## src/rtl/alu_seq.sv

```systemverilog
// Registered multi-cycle ALU with valid/ready handshakes on both sides.
// Single-cycle ops finish on the accept edge; MUL/DIV iterate W steps in BUSY.
module alu_seq #(
    parameter int W   = 8,
    parameter int SHW = 3
) (
    input  logic         Clk,
    input  logic         Reset,
    input  logic         InValid,
    output logic         InReady,
    input  logic [3:0]   OP,
    input  logic [W-1:0] InputA,
    input  logic [W-1:0] InputB,
    output logic         OutValid,
    input  logic         OutReady,
    output logic [W-1:0] Out,
    output logic [W-1:0] OutHi,
    output logic         Zero,
    output logic         Carry,
    output logic         DivZero
);

    typedef enum logic [1:0] {IDLE, BUSY, DONE} state_t;

    localparam logic [3:0] OP_MUL = 4'd10;
    localparam logic [3:0] OP_DIV = 4'd11;

    state_t         state;
    logic [SHW-1:0] cnt;
    logic [3:0]     op_p0;
    logic [W-1:0]   a_p0;
    logic [W-1:0]   b_p0;
    logic [W-1:0]   hi_p0;
    logic [W-1:0]   lo_p0;

    logic [W:0]     res;
    logic [W:0]     mul_sum;
    logic [W:0]     div_sh;
    logic [W-1:0]   div_diff;
    logic           div_ge;
    logic [W-1:0]   hi_n;
    logic [W-1:0]   lo_n;

    // Bit W carries ADD carry-out / SUB borrow; it is zero for every other op.
    function automatic logic [W:0] single_op(input logic [3:0] op,
                                             input logic [W-1:0] a,
                                             input logic [W-1:0] b);
        logic [W:0] r;
        r = '0;
        case (op)
            4'd0:    r = {1'b0, a} + {1'b0, b};
            4'd1:    r = {1'b0, a} - {1'b0, b};
            4'd2:    r = {1'b0, a & b};
            4'd3:    r = {1'b0, a | b};
            4'd4:    r = {1'b0, a ^ b};
            4'd5:    r[0] = ^a;
            4'd6:    r = {1'b0, a << b[SHW-1:0]};
            4'd7:    r = {1'b0, a >> b[SHW-1:0]};
            4'd8:    r[0] = (a == b);
            4'd9:    r[0] = (a < b);
            4'd12:   r = {1'b0, a};
            4'd13:   r = {1'b0, b};
            default: r = '0;
        endcase
        return r;
    endfunction

    always_comb begin
        res      = single_op(OP, InputA, InputB);
        mul_sum  = {1'b0, hi_p0} + (lo_p0[0] ? {1'b0, a_p0} : '0);
        div_sh   = {hi_p0, lo_p0[W-1]};
        div_ge   = (div_sh >= {1'b0, b_p0});
        div_diff = div_sh[W-1:0] - b_p0;
        hi_n     = '0;
        lo_n     = '0;
        if (op_p0 == OP_MUL) begin
            hi_n = mul_sum[W:1];
            lo_n = {mul_sum[0], lo_p0[W-1:1]};
        end else begin
            // Restoring division; B==0 always "fits", giving all-ones quotient and remainder A.
            hi_n = div_ge ? div_diff : div_sh[W-1:0];
            lo_n = {lo_p0[W-2:0], div_ge};
        end
    end

    // Operand latch and iterative working registers (data only, no reset needed).
    always_ff @(posedge Clk) begin
        if (state == IDLE && InValid) begin
            op_p0 <= OP;
            a_p0  <= InputA;
            b_p0  <= InputB;
            hi_p0 <= '0;
            lo_p0 <= (OP == OP_MUL) ? InputB : InputA;
        end else if (state == BUSY) begin
            hi_p0 <= hi_n;
            lo_p0 <= lo_n;
        end
    end

    always_ff @(posedge Clk) begin
        if (!Reset) begin
            state    <= IDLE;
            cnt      <= '0;
            InReady  <= 1'b1;
            OutValid <= 1'b0;
            Out      <= '0;
            OutHi    <= '0;
            Zero     <= 1'b1;
            Carry    <= 1'b0;
            DivZero  <= 1'b0;
        end else begin
            case (state)
                IDLE: begin
                    if (InValid) begin
                        InReady <= 1'b0;
                        cnt     <= '0;
                        if (OP == OP_MUL || OP == OP_DIV) begin
                            state <= BUSY;
                        end else begin
                            state    <= DONE;
                            OutValid <= 1'b1;
                            Out      <= res[W-1:0];
                            OutHi    <= '0;
                            Zero     <= (res[W-1:0] == '0);
                            Carry    <= res[W];
                            DivZero  <= 1'b0;
                        end
                    end
                end
                BUSY: begin
                    cnt <= cnt + 1'b1;
                    if (cnt == SHW'(W - 1)) begin
                        state    <= DONE;
                        OutValid <= 1'b1;
                        Out      <= lo_n;
                        OutHi    <= hi_n;
                        Zero     <= (lo_n == '0);
                        Carry    <= 1'b0;
                        DivZero  <= (op_p0 == OP_DIV) && (b_p0 == '0);
                    end
                end
                DONE: begin
                    if (OutReady) begin
                        state    <= IDLE;
                        OutValid <= 1'b0;
                        InReady  <= 1'b1;
                    end
                end
                default: state <= IDLE;
            endcase
        end
    end

endmodule

```

## config.mk

```make
export PLATFORM = sky130hd
export DESIGN_NAME = alu_seq
export DESIGN_NICKNAME = d
export VERILOG_FILES = /design/src/rtl/alu_seq.sv
export SDC_FILE = /design/constraint.sdc
export NUM_CORES = 1
export LEC_CHECK = 0
export ABC_AREA = 1
export ABC_CLOCK_PERIOD_IN_PS = 4400
export BUFFER_PORTS_ARGS = -buffer_cell sky130_fd_sc_hd__buf_4
export CAP_MARGIN = 10
export CORE_UTILIZATION = 66
export DETAILED_ROUTE_END_ITERATION = 10
export PLACE_DENSITY = 0.87
export SLEW_MARGIN = 20
export SYNTH_ARGS = -nofsm -noshare
export SYNTH_HDL_FRONTEND = slang
export SYNTH_SLANG_ARGS = --single-unit
```

## constraint.sdc

```tcl
create_clock -name Clk -period 4.4 [get_ports Clk]
set_input_delay 0.44 -clock Clk [delete_from_list [all_inputs] [get_ports Clk]]
set_output_delay 0.44 -clock Clk [all_outputs]
set_load 0.005 [all_outputs]
```

# [Word level (Yosys, flattened, before mapping)]
# Index checks and enable logic that the tools add are counted.
[classes] addsub=5 mux=44 reduce_logical=18 n_lt_le_gt_ge=2 n_bitwise=3 shifts=2 n_eq_ne=23
[op_table] cell="8-bit 2-to-1 mux" n=13
[op_table] cell="8-bit one-hot mux with 9 select lines" n=1
[op_table] cell="4-bit == test (second input constant)" n=8
[op_table] cell="8-bit one-hot mux with 2 select lines" n=2
[op_table] cell="8-bit zero test" n=3
[op_table] cell="8-bit by 8-bit adder with 9-bit output" n=2
[op_table] cell="4-bit by 3-bit == test with 1-bit output (second input constant)" n=4
[op_table] cell="1-bit 2-to-1 mux" n=15
[op_table] cell="1-bit one-hot mux with 12 select lines" n=1
[op_table] cell="9-bit by 8-bit >= comparator with 1-bit output" n=1
[op_table] cell="8-bit by 8-bit subtractor with 9-bit output" n=1
[op_table] cell="8-bit bitwise AND" n=1
[op_table] cell="4-bit by 2-bit == test with 1-bit output (second input constant)" n=2
[op_table] cell="8-bit == test" n=1
[op_table] cell="8-bit less-than comparator" n=1
[op_table] cell="2-bit 2-to-1 mux" n=4
[op_table] cell="8-bit bitwise OR" n=1
[op_table] cell="1-bit one-hot mux with 2 select lines" n=4
[op_table] cell="8-bit parity" n=1
[op_table] cell="8-bit by 3-bit << shifter with 8-bit output" n=1
[op_table] cell="8-bit by 3-bit >> shifter with 8-bit output" n=1
[op_table] cell="8-bit subtractor" n=1
[op_table] cell="8-bit bitwise XOR" n=1
[op_table] cell="2-bit != test (second input constant)" n=3
[op_table] cell="20 further kinds" n=24
[word_totals] elab_cells=111 output_inout_bits=21 input_bits=24 ff_bits=62

# [Depth between registers and ports, before layout]
# Gate-level depths: netlist (run 1).
[logic_depth] word_depth=6 ltp_mapped=16 ltp_nobuf=15

# [Worst setup path after synthesis (run 1)]
# Ideal clock, no wire load.
[synth_timing] path_kind="in2reg" startpoint="in InputB[2]" endpoint="reg Zero" setup_ps=70 arrival_time_ps=2118 path_buffers=2 required_ps=4330 path_stages=14 setup_slack_ps=2212 cell_sequence="buf_4 -> clkinv_1 -> ha_1 -> buf_2 -> inv_1 -> a21oi_1 -> nand2_1 -> nand2_1 -> nand3_1 -> nand3_1 -> nand3_1 -> nor2_1 -> nand4_1 -> a21oi_1"
[synth_via] elab_chain_cells=6 elab_cells_between_ends=15 classes_between="add/sub (2); order compare (1); eq/ne (1); shift (2); mux (5); bitwise (3); reduce/logical (1)"
[synth_rtl] element="from (decl)" line_no="13" text="input logic [W-1:0] InputB,"
[synth_rtl] element="8-bit by 8-bit subtractor with 9-bit output, or another cell as far along" line_no="52" text="4'd1: r = {1'b0, a} - {1'b0, b};"
[synth_rtl] element="8-bit one-hot mux with 9 select lines or 1-bit one-hot mux with 12 select lines (tied branches)" line_no="50" text="case (op)"
[synth_rtl] element="8-bit zero test *" line_no="124" text="Zero <= (res[W-1:0] == '0);"
[synth_rtl] element="1-bit 2-to-1 mux *" line_no="117" text="if (OP == OP_MUL || OP == OP_DIV) begin"
[synth_rtl] element="1-bit 2-to-1 mux *" line_no="114" text="if (InValid) begin"
[synth_rtl] element="1-bit one-hot mux with 2 select lines *" line_no="112" text="case (state)"
[synth_rtl] element="to (signal assigned)" line_no="124"
[synth_rtl] element="to (signal assigned)" line_no="137" text="Zero <= (lo_n == '0);"
[synth_rtl] element="to (decl)" line_no="18" text="output logic Zero,"
# Mark *: on every way between the ends. The rest lies on a longest branch, timed or not. The select of a mux whose other input is x is not followed.
# A chain may end at the register's enable or synchronous reset.

# [Worst setup path after layout (run 1)]
[layout_timing] startpoint="reg op_p0[2]" endpoint="reg Zero"
[layout_via] elab_chain_cells=5
[layout_rtl] element="from (decl)" line_no="30" text="logic [3:0] op_p0;"
[layout_rtl] element="from (signal assigned)" line_no="89" text="op_p0 <= OP;"
[layout_rtl] element="4-bit == test" line_no="76" text="if (op_p0 == OP_MUL) begin"
[layout_rtl] element="8-bit 2-to-1 mux" line_no="76"
[layout_rtl] element="8-bit zero test" line_no="137"
[layout_rtl] element="1-bit 2-to-1 mux" line_no="132" text="if (cnt == SHW'(W - 1)) begin"
[layout_rtl] element="1-bit one-hot mux with 2 select lines" line_no="112"
# No other way between the ends. The select of a mux whose other input is x is not followed.

==> results.cfg, run 1 <==
[global_routing]
grt_pass1_vias = 5734
grt_max_degree = 29
grt_overflow_total = 0
grt_pass1_wl_mm = 27.9
grt_use_total = 0.419
antenna_found_initial = 0

[clock_network]
htree_num_levels = 3
cts_buffers = 9
cts.clk_slew.worst_paths_ns = 0.07
cts-hold-fix-buffers = 0
post_cts_buffers = 0
clock_sink_count = 62
cts_resized = 0
root_buffer = clkbuf_8
clock_path_buffers = 2
clock_latency_ns = 0.35
cts_tree = done

[worst_setup_path]
cp-start-kind = register
worstPathArrival_ns = 2.91
cp_max_fo = 24
crit_path_end_kind = register
rrSetupSlack_ns = 1.78
worstPathRequired_ns = 4.69
crit_type = reg2reg

[detailed_routing]
wl_per_cell_um = 17.4
dr.pass1.iters = 6
vias_per_cell = 6.10
remaining_drc_errors = 0
num_vias = 6108
drtAntennaViolNets = 0
drt_iter0_drc = 595
wirelength_mm = 17.5

[flow_run]
maxCapViolCount = 0

[pwr]
p_int_mw = 1.02
power.density_nw_per_um2 = 268
swShare = 0.369
pwr-share-comb = 0.315
ir_drop_v = 0.000128
pwr-share-clk = 0.263
p_leak_nw = 3.12
seqPwrFrac = 0.422
switching_power_mw = 0.596

[synth]
synth_seq_cells = 62
yosysMostFrequentCell = nand2_1
synth_flop_cell = dfxtp_1
synth_area_um2 = 5520
ys_types = 41
yosysSeqAreaShare = 0.276
yosysWarnings = 0
synthTopCellsByArea = nand2_1 19%, edfxtp_1 15%, dfxtp_1 12%
synthTopCellsByCount = 274 x nand2_1, 107 x inv_1, 101 x nand3_1
syn_nets = 933
synth.top_cell.area_share = 0.186
syn_avg_cell_area_um2 = 6.41
synth-edff-count = 28
postSynthCellCount = 862
ys_async_sr_fraction = 0
synth_top_cell_by_area = nand2_1

[sta]
period_needed_ns = 2.62
finalSetupViolCount = 0
tns_ns = 0
report.final.hold_viol_count = 0
fmax_ghz = 0.382
tightest_slew_ns = 0.814
maxSlewViolCount = 0
max-slew-margin-rel = 0.456
clock_skew_ns = 0.00932
rsz0062_at_grt = no
fin_crit_sh = 0.596

[placement]
gp_congestion = 1.08
io_buffer_count = 44
dp.cells = 987
dp.final_hpwl_mm = 13.3

[final_layout]
area_growth_pct = 9.34
layout.nets = 967
antenna_cells = 0
fin_cells = 1002
layout-drive-gt1-share = 0.0900

[die]
die_w_um = 93.5
rows = 32
die_y_um = 93.5
pin_count = 45
design.die.area_um2 = 8740
start_util = 0.696
core_area_um2 = 7930

[worst_hold_path]
min_path_type = in2reg

[status]
outcome = complete, no violations
## layer usage
layer	global-route usage	part of all wire	vias to the layer above
met4	0.278	0.062	0
met2	0.693	0.47	442
met3	0.0642	0.099	96
li1	-	-	2875
met5	0	0	-
met1	0.502	0.37	2695
## cells by family (layout without fill, tap and decap cells)
| family | Yosys count | count (layout) | share of synthesized area |
|---|---|---|---|
| simple gates | 488 | 488 | 0.379 |
| flops | 62 | 62 | 0.276 |
| compound gates | 112 | 112 | 0.111 |
| buf+inv | 139 | 177 | 0.100 |
| xor+xnor | 14 | 14 | 0.0222 |
| fa+ha+maj | 47 | 47 | 0.112 |
## final timing paths
kind,cells past startpoint,start,end
worst max-delay path,9,op_p0[2]$_DFFE_PP_,Zero$_SDFFE_PN1P_
worst min-delay path,1,InputB[5],b_p0[5]$_DFFE_PP_
worst max register to register,9,op_p0[2]$_DFFE_PP_,Zero$_SDFFE_PN1P_
worst min register to register,2,OutHi[4]$_SDFFE_PN0P_,OutHi[4]$_SDFFE_PN0P_
## worst max-delay path, stage by stage, from the launching register on
cell,delay (ns)
edfxtp_1,0.37
nor2_1,0.17
nand3_1,0.60
inv_1,0.52
nand2_1,0.08
o21ai_0,0.18
nand2_1,0.12
nor3_1,0.25
a21oi_1,0.13
a21oi_1,0.15
## power by group through the flow
| stage | clock network [mW] | registers [mW] | logic, mW |
|---|---|---|---|
| after floorplan | 0 | 0.686 | 0.337 |
| after global placement | 0 | 0.692 | 0.475 |
| after detailed placement | 0 | 0.693 | 0.487 |
| after CTS | 0.418 | 0.681 | 0.492 |
| after global routing | 0.446 | 0.686 | 0.561 |
| final | 0.426 | 0.682 | 0.508 |
## sequential cells by signal, summed over array words and instances (netlist names)
signal	count
Carry	1
DivZero	1
InReady	1
Out	8
OutHi	8
OutValid	1
Zero	1
a_p0	8
b_p0	8
cnt	3
hi_p0	8
lo_p0	8
op_p0	4
state	2
## placed cells by master (no fill, tap or decap), drive strengths merged
cell type  synthesis  final
or2                4      4
o41ai              1      1
nor3               8      8
nand3b             3      3
nand3            101    101
nand4             16     16
nor4               1      1
o2bb2ai            1      1
o211ai             4      4
nor2              77     77
inv              114    115
nand2            277    277
edfxtp            28     28
ha                43     43
clkbuf             8     11
xnor2              9      9
a21oi             48     48
xor2               5      5
o21ai             52     52
o22ai              2      2
clkinv             3      6
o221ai             2      2
fa                 4      4
and2               1      1
o31ai              1      1
dfxtp             34     34
buf               14     45
o2111ai            1      1
## final cells by class
cell class	instances	area, µm²
repair buffers	45	338
flip-flops and latches	62	1520
clock buffers	11	131
fillers	640	1890
well taps	102	128
clock inverters	4	25.0
multi-input cells	661	3450
inverters	117	447
## metrics by stage
step                cell area, µm²   util  power [mW]  setup slack (ns)  hold slack [ns]
finish                        6040  0.762        1.62              1.78            0.316
global route                  6040  0.762        1.69              1.59            0.311
CTS                           6040  0.762        1.59              1.88            0.313
detailed placement            5880  0.742        1.18              1.63            0.446
global placement              5880  0.742        1.17              1.76            0.441
floorplan                     5520      -        1.02              2.21            0.432
Power figures use the tool's default switching activity.
==> inputs of run 2 (changes only) <==
==> config.mk (replaced) <==
export PLATFORM = sky130hd
export DESIGN_NAME = alu_seq
export DESIGN_NICKNAME = d
export VERILOG_FILES = /design/src/rtl/alu_seq.sv
export SDC_FILE = /design/constraint.sdc
export NUM_CORES = 1
export LEC_CHECK = 0
export ABC_AREA = 0
export ABC_CLOCK_PERIOD_IN_PS = 2150
export BUFFER_PORTS_ARGS = -buffer_cell sky130_fd_sc_hd__buf_4
export CAP_MARGIN = 10
export CORE_UTILIZATION = 55
export DETAILED_ROUTE_END_ITERATION = 10
export PLACE_DENSITY = 0.77
export SLEW_MARGIN = 20
export SYNTH_ARGS = -nofsm -noshare
export SYNTH_HDL_FRONTEND = slang
export SYNTH_SLANG_ARGS = --single-unit
==> constraint.sdc (replaced) <==
create_clock -name Clk -period 2.15 [get_ports Clk]
set_input_delay 0.215 -clock Clk [delete_from_list [all_inputs] [get_ports Clk]]
set_output_delay 0.215 -clock Clk [all_outputs]
set_load 0.005 [all_outputs]
==> run 2 against run 1 <==
Compared with the run above: the run now ends with setup timing left; first-iteration DRC count up 5.2%; synthesized cell count down 26%; global-route usage down 1.4 points; clock power up 120%; critical endpoint is now hi_p0[5]$_SDFFE_PP0P_; via count about the same; non-clock buffer count up 167; sequential share of layout area down 5.0 points; largest power group unchanged; cell count down 4.3%; core utilization up 3.7 points; hold slack worse by 0.15 ns; setup slack worse by 2.1 ns.
==> results.cfg, run 2 <==
[final_layout]
final_cell_mix = 207 x buf_4, 51 x nand2_1, 44 x nor2_1
layout-drive-gt1-share = 0.364
antenna_cells = 0
final_area_um2 = 7520
layout_commonest_cell = buf_4
area_growth_pct = 38.2
layout.nets = 896

[sta]
clock_skew_ns = 0.0233
period_needed_ns = 2.45
maxSlewViolCount = 0
finalSetupViolCount = 19
tns_ns = -3.45
tightest_slew_ns = 0.716
max-slew-margin-rel = 0.519
layout_setup_ws_ns = -0.299
rsz0062_at_grt = yes
fin_crit_sh = 1.14
fmax_ghz = 0.408
report.final.hold_viol_count = 0

[global_routing]
grt_max_degree = 28
grt_overflow_total = 0
antenna_found_initial = 0
grt_pass1_wl_mm = 31.2
grt_use_total = 0.405
grt_pass1_vias = 5900

[clock_network]
cts_tree = done
clock_latency_ns = 0.36
cts_buffers = 9
clock_path_buffers = 2
cts.clk_slew.worst_paths_ns = 0.08
htree_num_levels = 3
clock_sink_count = 62
root_buffer = clkbuf_8

[die]
core_area_um2 = 9420
design.die.area_um2 = 10300
pin_count = 45
die_y_um = 101
start_util = 0.578
die_w_um = 101
rows = 35

[pwr]
pwr-share-clk = 0.262
pwr-share-comb = 0.361
ir_drop_v = 0.000327
finalPower_mw = 3.62
power.density_nw_per_um2 = 481
switching_power_mw = 1.24
p_int_mw = 2.38
seqPwrFrac = 0.377
swShare = 0.343
p_leak_nw = 3.33

[worst_setup_path]
slowest_delay_ns = 0.42
cp_cell_sequence = inv_1 -> ha_1 -> and3_1 -> a21boi_1 -> a41oi_2 -> nand2_4 -> mux2_2 -> a31oi_1 -> o21ai_0
crit_path_end_kind = register
cpMaxStageDelayCell = edfxtp_1
r2r-start = b_p0[5]$_DFFE_PP_
crit_family = compound AO/OA/AOI/OAI gates
worstPathRequired_ns = 2.37
crit_buf_inv = 1
cp-start-kind = register
crit_start = b_p0[5]$_DFFE_PP_
cp_max_fo = 8
worstPathArrival_ns = 2.67
crit_type = reg2reg

[placement]
place_ws_ns = -0.462
placed_cell_area_um2 = 6960
io_buffer_count = 44
dp.final_hpwl_mm = 15.2
gp_congestion = 1.01

[synth]
synthTopCellsByArea = edfxtp_1 15%, dfxtp_1 13%, ha_1 9.9%
postSynthCellCount = 641
synth_flop_cell = dfxtp_1
synth-adder-area-share = 0.114
yosys.area_share.simple = 0.194
synth_area_um2 = 5440
yosysWarnings = 0
yosysMostFrequentCell = nand2_1
syn_avg_cell_area_um2 = 8.49
synthMuxAreaShare = 0.0811
ys_async_sr_fraction = 0
synth-edff-count = 28
synth_top_cell_by_area = edfxtp_1
synth_top_family_by_area = compound AO/OA/AOI/OAI gates
synth.top_cell.area_share = 0.154
synth_seq_cells = 62
synthTopCellsByCount = 55 x nand2_1, 46 x nor2_1, 43 x ha_1, 43 x o21ai_0
synth_xor_area_frac = 0.0274
synth_compound_area_frac = 0.238
ys_types = 74
yosysSeqAreaShare = 0.280
syn_nets = 712

[detailed_routing]
num_vias = 6102
drt_iter0_drc = 626
dr.pass1.iters = 7
drtAntennaViolNets = 0
remaining_drc_errors = 0
wirelength_mm = 20.8
wl_per_cell_um = 21.7
vias_per_cell = 6.36

[worst_hold_path]
worstHoldStart = OutReady
min_path_type = in2reg

[status]
outcome = complete, but fails checks
violations = setup timing

[flow_run]
maxCapViolCount = 0
==> run 2: changes by cell type after synthesis, moves of 19 or more <==
cell and delta:
nand2_1 -219, nand3_1 -84, inv_1 -66, nor2_1 -27, mux2i_1 +22, clkbuf_1 +19
==> run 2: tightest hold or removal path: stages <==
cell and delay (ns):
buf_4 0.09, a21oi_1 0.05, o21ai_0 0.13
==> run 2: what timing repair did <==
action | CTS | global route
pin swaps | 18 | 27
setup buffers | 10 | 8
endpoints found under the setup margin | 18 | 31
gates resized for setup | 36 | 38
hold buffers | 0 | 0
==> run 2: through the flow <==
step,utilization,hold WS (ns),instances
global route,0.799,0.184,959
finish,0.799,0.166,959
detailed placement,0.739,0.443,927
floorplan,-,0.314,641
CTS,0.778,0.169,953
global placement,0.739,0.443,927
==> run 2: area by class of cell <==
type                            count  area (µm²)
Timing Repair Buffer              212        1620
Sequential cell                    62        1520
Clock inverter                      5        31.3
Clock buffer                       11         141
Inverter                           44         174
Multi-Input combinational cell    496        3870
Fill cell                         640        1890
Tap cell                          129         161
==> run 2: routing by layer <==
layer	GRT usage	up-vias	part of all wire
met1	0.509	2892	0.40
met2	0.659	384	0.46
met3	0.0849	90	0.095
met4	0.204	0	0.045
met5	0	-	0
li1	-	2736	-
==> run 2: power groups by stage <==
| stage | combinational [mW] | sequential, mW | clock (mW) |
|---|---|---|---|
| final | 1.31 | 1.36 | 0.948 |
| after CTS | 1.20 | 1.36 | 0.958 |
| after floorplan | 0.649 | 1.38 | 0 |
| after global routing | 1.39 | 1.37 | 0.992 |
| after detailed placement | 1.17 | 1.38 | 0 |
| after global placement | 1.14 | 1.38 | 0 |
==> run 2: path summary, 6_finish.rpt <==
kind | end | slack [ns] | depth (start not counted)
max | hi_p0[5]$_SDFFE_PP0P_ | -0.30 | 9
min | InReady$_SDFFE_PN1P_ | 0.17 | 3
max reg2reg | hi_p0[5]$_SDFFE_PP0P_ | -0.30 | 9
min reg2reg | OutHi[5]$_SDFFE_PN0P_ | 0.45 | 2
==> run 2: cells by family (layout without fill, tap and decap cells) <==
group | Yosys count | count (layout)
XOR/XNOR | 17 | 17
flip-flops | 62 | 62
AND/OR/NAND/NOR | 206 | 206
AO/OA/AOI/OAI | 192 | 192
adder cells (fa/ha/maj) | 47 | 47
multiplexers | 34 | 34
buffers and inverters | 83 | 272
==> inputs of run 3 (changes only) <==
--- a/config.mk
+++ b/config.mk
@@ -16,3 +16,4 @@
 export SYNTH_ARGS = -nofsm -noshare
 export SYNTH_HDL_FRONTEND = slang
 export SYNTH_SLANG_ARGS = --single-unit
+export TNS_END_PERCENT = 1
==> run 3 against run 2 <==
Compared with the run above: the flow still finishes with violations (setup timing); critical path depth rose by 2; die area unchanged; maximum frequency grew 0.15%; global-route usage fell by 0.16 points; sequential cell count stayed put; critical endpoint is now hi_p0[6]$_SDFFE_PP0P_; cell area rose by 0.30%.
==> results.cfg, run 3 (synthesis gave the netlist of run 2 again) <==
[flow_run]
maxCapViolCount = 0

[final_layout]
fillers = 627
final_area_um2 = 7540
area_growth_pct = 38.6
layout.nets = 905
layout-drive-gt1-share = 0.360
final_cell_mix = 216 x buf_4, 54 x nand2_1, 43 x nor2_1
layout_commonest_cell = buf_4
antenna_cells = 0
fin_cells = 968

[sta]
maxSlewViolCount = 0
finalSetupViolCount = 14
tns_ns = -1.92
fmax_ghz = 0.409
clock_skew_ns = 0.0175
period_needed_ns = 2.44
layout_setup_ws_ns = -0.295
tightest_slew_ns = 0.559
report.final.hold_viol_count = 0
fin_crit_sh = 1.14
max-slew-margin-rel = 0.624
rsz0062_at_grt = yes

[die]
pin_count = 45
rows = 35
die_y_um = 101
start_util = 0.578
die_w_um = 101
core_area_um2 = 9420
design.die.area_um2 = 10300

[global_routing]
grt_max_degree = 28
antenna_found_initial = 0
grt_pass1_vias = 6064
grt_pass1_wl_mm = 31.2
grt_use_total = 0.403
grt_overflow_total = 0

[placement]
dp.cells = 945
io_buffer_count = 44
placed_cell_area_um2 = 7100
place_ws_ns = -0.514
dp.final_hpwl_mm = 15.6
gp_congestion = 1.10

[detailed_routing]
drtAntennaViolNets = 0
dr.pass1.iters = 7
wl_per_cell_um = 21.4
vias_per_cell = 6.37
remaining_drc_errors = 0
drt_iter0_drc = 585
wirelength_mm = 20.7
num_vias = 6164

[clock_network]
htree_num_levels = 3
cts_buffers = 9
cts-hold-fix-buffers = 0
clock_latency_ns = 0.36
cts.clk_slew.worst_paths_ns = 0.08
clock_sink_count = 62
clock_path_buffers = 2
root_buffer = clkbuf_8
cts_tree = done

[worst_setup_path]
worstPathRequired_ns = 2.37
cp_cell_sequence = and2_1 -> ha_2 -> buf_4 -> buf_4 -> a21o_1 -> a21oi_2 -> o21ai_2 -> o41ai_2 -> xnor2_1 -> o22ai_1 -> o22ai_1
worstPathArrival_ns = 2.66
crit_type = reg2reg
crit_path_end_kind = register
cp_max_fo = 4
slowest_delay_ns = 0.44
cpMaxStageDelayCell = edfxtp_1
cp-start-kind = register

[pwr]
ir_drop_v = 0.000280
p_leak_nw = 3.35
finalPower_mw = 3.61
power.density_nw_per_um2 = 478

[status]
violations = setup timing
outcome = complete, but fails checks

[worst_hold_path]
min_path_type = in2reg
-- run 3: power breakdown --
group          internal (mW)  total (mW)  switching (mW)
clock network          0.414       0.921           0.506
registers               1.32        1.36          0.0443
logic                  0.631        1.32           0.694
total                   2.36        3.61            1.24
-- run 3: timing repair --
item                                    4_1_cts  5_1_grt
endpoints found under the setup margin       22       34
setup buffers                                 4        3
pin swaps                                    13       27
resized for setup                            28       34
-- run 3: final cells by class --
class / instances / area, µm² / share of cell area
Multi-Input combinational cell: 496 / 3820 / 0.506
Inverter: 44 / 178 / 0.0236
Clock buffer: 10 / 128 / 0.0169
Sequential cell: 62 / 1520 / 0.202
Clock inverter: 6 / 38.8 / 0.00514
Tap cell: 129 / 161 / 0.0214
Timing Repair Buffer: 221 / 1700 / 0.225
-- run 3: final timing paths --
check | startpoint | to | slack, ns | cells past startpoint
max | lo_p0[0]$_DFFE_PP_ | hi_p0[6]$_SDFFE_PP0P_ | -0.29 | 11
min | InputA[6] | a_p0[6]$_DFFE_PP_ | 0.19 | 2
max reg2reg | lo_p0[0]$_DFFE_PP_ | hi_p0[6]$_SDFFE_PP0P_ | -0.29 | 11
min reg2reg | OutHi[5]$_SDFFE_PN0P_ | OutHi[5]$_SDFFE_PN0P_ | 0.46 | 2
-- run 3: critical path: cells and delay by family (launching register included) --
kind | cells | cell delay, ns
compound gates | 6 | 1.14
flops | 1 | 0.44
buf+inv | 2 | 0.25
simple gates | 1 | 0.19
fa+ha+maj | 1 | 0.18
xor+xnor | 1 | 0.13
-- run 3: routing by layer --
metal | share of wire | up-vias | track usage
li1 | - | 2750 | -
met1 | 0.38 | 2903 | 0.481
met2 | 0.47 | 392 | 0.666
met3 | 0.088 | 119 | 0.0994
met4 | 0.059 | 0 | 0.229
met5 | 0 | - | 0
-- run 3: metrics by stage --
stage               utilization  hold WS, ns
detailed placement        0.754        0.453
CTS                       0.785        0.194
global placement          0.754        0.441
floorplan                     -        0.314
finish                    0.801        0.186
global route              0.801        0.189
